`src/rtl/activation.sv`:
```
// Activation stage: per-lane rounding shift, ReLU and unsigned clamp of MAC sums,
// followed by a 2-entry valid/ready output buffer for full-rate streaming.
module activation #(
  parameter int unsigned NP = 4,
  parameter int unsigned NC = 4,
  parameter int unsigned WD = 4,
  parameter int unsigned SH = 0,
  localparam int unsigned WA = $clog2(NP) + 1 + WD
) (
  input  logic             iCLK,
  input  logic             iRST,
  input  logic             iValid_AS,
  output logic             oReady_AS,
  input  logic [NC*WA-1:0] iData_AS,
  output logic             oValid_BS,
  input  logic             iReady_BS,
  output logic [NC*WD-1:0] oData_BS
);

  typedef enum logic [1:0] {
    EMPTY = 2'd0,
    ONE   = 2'd1,
    FULL  = 2'd2
  } state_t;

  state_t           state, stateNext;
  logic [NC*WD-1:0] head, headNext;
  logic [NC*WD-1:0] tail, tailNext;
  logic [NC*WD-1:0] newEntry;
  logic             validQ, readyQ;
  logic             push, pop;

  // Per-lane shift/ReLU/clamp on the incoming sums
  for (genvar i = 0; i < NC; i++) begin : gLane
    localparam logic signed [WA:0] MAXV = (WA+1)'((1 << WD) - 1);
    logic signed [WA:0] x, r;
    logic [WD-1:0]      y;

    assign x = {iData_AS[i*WA + WA - 1], iData_AS[i*WA +: WA]};

    if (SH > 0) begin : gRnd
      localparam logic signed [WA:0] RND = (WA+1)'(1) << (SH - 1);
      assign r = (x + RND) >>> SH;
    end else begin : gNoRnd
      assign r = x;
    end

    always_comb begin
      y = r[WD-1:0];
      if (r < 0)          y = '0;
      else if (r > MAXV)  y = '1;
    end

    assign newEntry[i*WD +: WD] = y;
  end

  assign push = iValid_AS && readyQ;
  assign pop  = validQ && iReady_BS;

  // Buffer occupancy and entry movement
  always_comb begin
    stateNext = state;
    headNext  = head;
    tailNext  = tail;
    case (state)
      EMPTY: begin
        if (push) begin
          stateNext = ONE;
          headNext  = newEntry;
        end
      end
      ONE: begin
        if (push && pop) begin
          headNext = newEntry;
        end else if (push) begin
          tailNext  = newEntry;
          stateNext = FULL;
        end else if (pop) begin
          stateNext = EMPTY;
        end
      end
      FULL: begin
        if (pop) begin
          headNext  = tail;
          stateNext = ONE;
        end
      end
      default: stateNext = EMPTY;
    endcase
  end

  always_ff @(posedge iCLK or negedge iRST) begin
    if (!iRST) begin
      state  <= EMPTY;
      head   <= '0;
      tail   <= '0;
      validQ <= 1'b0;
      readyQ <= 1'b1;
    end else begin
      state  <= stateNext;
      head   <= headNext;
      tail   <= tailNext;
      validQ <= (stateNext != EMPTY);
      readyQ <= (stateNext != FULL);
    end
  end

  assign oValid_BS = validQ;
  assign oReady_AS = readyQ;
  assign oData_BS  = head;

endmodule

```
`config.mk`:
```
export PLATFORM = sky130hd
export DESIGN_NAME = activation
export DESIGN_NICKNAME = d
export VERILOG_FILES = /design/src/rtl/activation.sv
export SDC_FILE = /design/constraint.sdc
export NUM_CORES = 1
export LEC_CHECK = 0
export BUFFER_PORTS_ARGS = -buffer_cell sky130_fd_sc_hd__buf_2
export CAP_MARGIN = 0
export CORE_ASPECT_RATIO = 0.9
export CORE_MARGIN = 2
export CORE_UTILIZATION = 52
export CTS_CLUSTER_SIZE = 25
export DETAILED_ROUTE_END_ITERATION = 10
export PLACE_DENSITY_LB_ADDON = 0.25
export SLEW_MARGIN = 20
export SYNTH_ARGS = -nofsm -noshare
export SYNTH_HDL_FRONTEND = slang
export SYNTH_SLANG_ARGS = --single-unit
```
`constraint.sdc`:
```
create_clock -name iCLK -period 1.81 [get_ports iCLK]
set_input_delay 0.0905 -clock iCLK [delete_from_list [all_inputs] [get_ports iCLK]]
set_output_delay 0.0905 -clock iCLK [all_outputs]
set_load 0.05 [all_outputs]
```
==> impl_metrics.ini <==
[placement]
gp_congestion = 0.825
numPortBuffers = 49
dp_hpwl_um = 2780

[critical_path]
cp.required_ns = 1.99
arrival_ns = 1.81
crit_type = register to register
reg2regPathDepth = 4
end_kind = register
rrSetupSlack_ns = 0.18
start_kind = register
r2r-end = oData_BS[6]
cp_max_fo = 8
r2r-start = oReady_AS

[detailed_routing]
wl_per_cell_um = 14.8
drcViolationCount = 0
wl_um = 3810
vias = 1433
dr.pass1.iters = 4
drt_iter0_drc = 86
vias_per_cell = 5.55
drtAntennaViolNets = 0

[timing]
period_needed_ns = 1.63
worst_pin_slew_ns = 0.797
drv_slew = 0
rsz0062_at_grt = no
setup_viol = 0
fin_skew_ns = 0.00965
holdWs_ns = 0.134
post-route-period-util_pct = 90.0
max_clock_freq_ghz = 0.614
hold_viol_final = 0
slew_headroom_pct = 46.9

[grt]
grt_pass1_vias = 1345
met3_usage_pct = 5.30
grt_use_total_pct = 20.9
grt_max_degree = 37
grt-busiest-layer = met2
met2_usage_pct = 34.8
antenna_found_initial = 0
grt_pass1_wl_um = 6220
grt.overflow.total = 0
met1_usage_pct = 25.9

[power_and_ir_drop]
p_total_mw = 4.46
p_per_area_mw_per_mm2 = 1940
cellLeakagePower_nw = 1.04
peakVddDrop_mv = 1.06

[synthesis]
ys_warn_count = 0
yosysMostFrequentCell = dfrtp_1
async_flop_share_pct = 100
netlist_instances = 159
post_synth_num_cell_types = 25
avgSynthCellArea_um2 = 11.8
ys_ff_latch = 36
syn_area_mm2 = 0.00188
synthesis.nets = 191
synthFlopType = dfrtp_1
synth_common_cells = 35 x dfrtp_1, 22 x mux2_2
synth_top_area_share_pct = 46.6
yosysSeqAreaShare_pct = 48.0
synth_edf_count = 0
synth_area_leaders = dfrtp_1 47%, mux2_2 13%, mux2_4 8.0%
synth_top_area_cell = dfrtp_1

[min_path]
hold_end = oValid_BS
hold_class = input pin to register
whs_path_depth = 3
hold_path_startpoint = iValid_AS

[layout]
synthToLayoutAreaGrowth_pct = 22.2
n_fill_cell = 270
diodes = 0
finish.net_count = 245
layout-drive-gt1-share_pct = 48.1

[die]
rows = 20
ios = 50
die_w_um = 67.4
core_area_mm2 = 0.00343
die_h_um = 61.1
dieArea_mm2 = 0.00411
initial_core_util_pct = 54.9

[clock_tree]
htreeDepth = 2
cts_tree = done
clk_pin_slew_ns = 0.07
cts-root-buf = clkbuf_8
cts_buffer_depth = 2
cts-buffers-inserted = 5
clock_latency_ns = 0.30
cts-resized-gates = 0
clkSinkCount = 36

[job]
cap_violations = 0

[outcome]
status = finished, final reports clean
-- timing repair --
action / in CTS / in global routing
hold buffers: 1 / 0
hold endpoints to repair: 35 / 0
buffers inserted: 0 / 0
-- power by group --
part / internal [mW] / switching, mW
sequential: 1.22 / 0.253
combinational: 0.977 / 1.31
clock: 0.409 / 0.294
total: 2.60 / 1.86
-- cell type report --
type | count | area, um^2 | area share [%]
timing repair buffer | 59 | 335 | 14.6
tap | 44 | 55.1 | 2.40
clock inverter | 2 | 35.0 | 1.52
clock buffer | 6 | 72.6 | 3.16
multi-input combinational | 111 | 898 | 39.1
sequential | 36 | 902 | 39.2
-- kinds of logic (layout without fill, tap and decap cells) --
kind of cell / Yosys count / after routing / synth area share (%)
buffers and inverters: 12 / 67 / 4.39
AO/OA/AOI/OAI: 22 / 22 / 9.78
XOR/XNOR: 1 / 1 / 0.466
flip-flops: 36 / 36 / 48.0
multiplexers: 32 / 32 / 21.2
AND/OR/NAND/NOR: 56 / 56 / 16.2
-- placed cells by master (no fill, tap or decap), drive strengths merged, types with 2 or more instances in the layout --
| cell type | count |
|---|---|
| nand3b | 16 |
| a21oi | 2 |
| clkbuf | 6 |
| nand2 | 4 |
| buf | 58 |
| dfrtp | 35 |
| nor2 | 16 |
| nor3 | 16 |
| o31ai | 16 |
| mux2 | 32 |
-- worst max-delay path: stages (launching register included) --
cell and delay (ns):
dfstp_2 0.57, nand2_2 0.09, o32ai_4 0.29, buf_4 0.22, mux2_2 0.35
-- per-stage QoR --
stage | util [%] | instances | setup TNS, ns | area (um^2) | setup WS [ns]
6_report | 67.0 | 258 | 0 | 2300 | 0.182
5_1_grt | 67.0 | 258 | 0 | 2300 | 0.107
4_1_cts | 67.0 | 258 | 0 | 2300 | 0.162
3_5_place_dp | 63.6 | 249 | 0 | 2180 | 0.187
3_3_place_gp | 63.6 | 249 | 0 | 2180 | 0.231
2_1_floorplan | - | 159 | -0.548 | 1880 | -0.0548
-- registers in the layout (all words and copies together), names as in the netlist --
signal,cells
oData_BS,16
oReady_AS,1
oValid_BS,1
state,2
tail,16
-- metal layers --
metal	wire, um	share of wire [%]
met1	1750	46
met2	1760	46
met3	252	6.6
met4	47	1.2
met5	0	0
-- worst max-delay path by stage --
stage	start	end	depth (start not counted)
5_1_grt	state[1]	oData_BS[6]	5
2_1_floorplan	oReady_AS	oData_BS[0]	4
6_report	oReady_AS	oData_BS[6]	4
3_5_place_dp	oReady_AS	oData_BS[6]	4
4_1_cts	oReady_AS	oData_BS[6]	4
3_3_place_gp	oReady_AS	oData_BS[10]	4
Note: power is estimated with default switching activity, not from simulation.
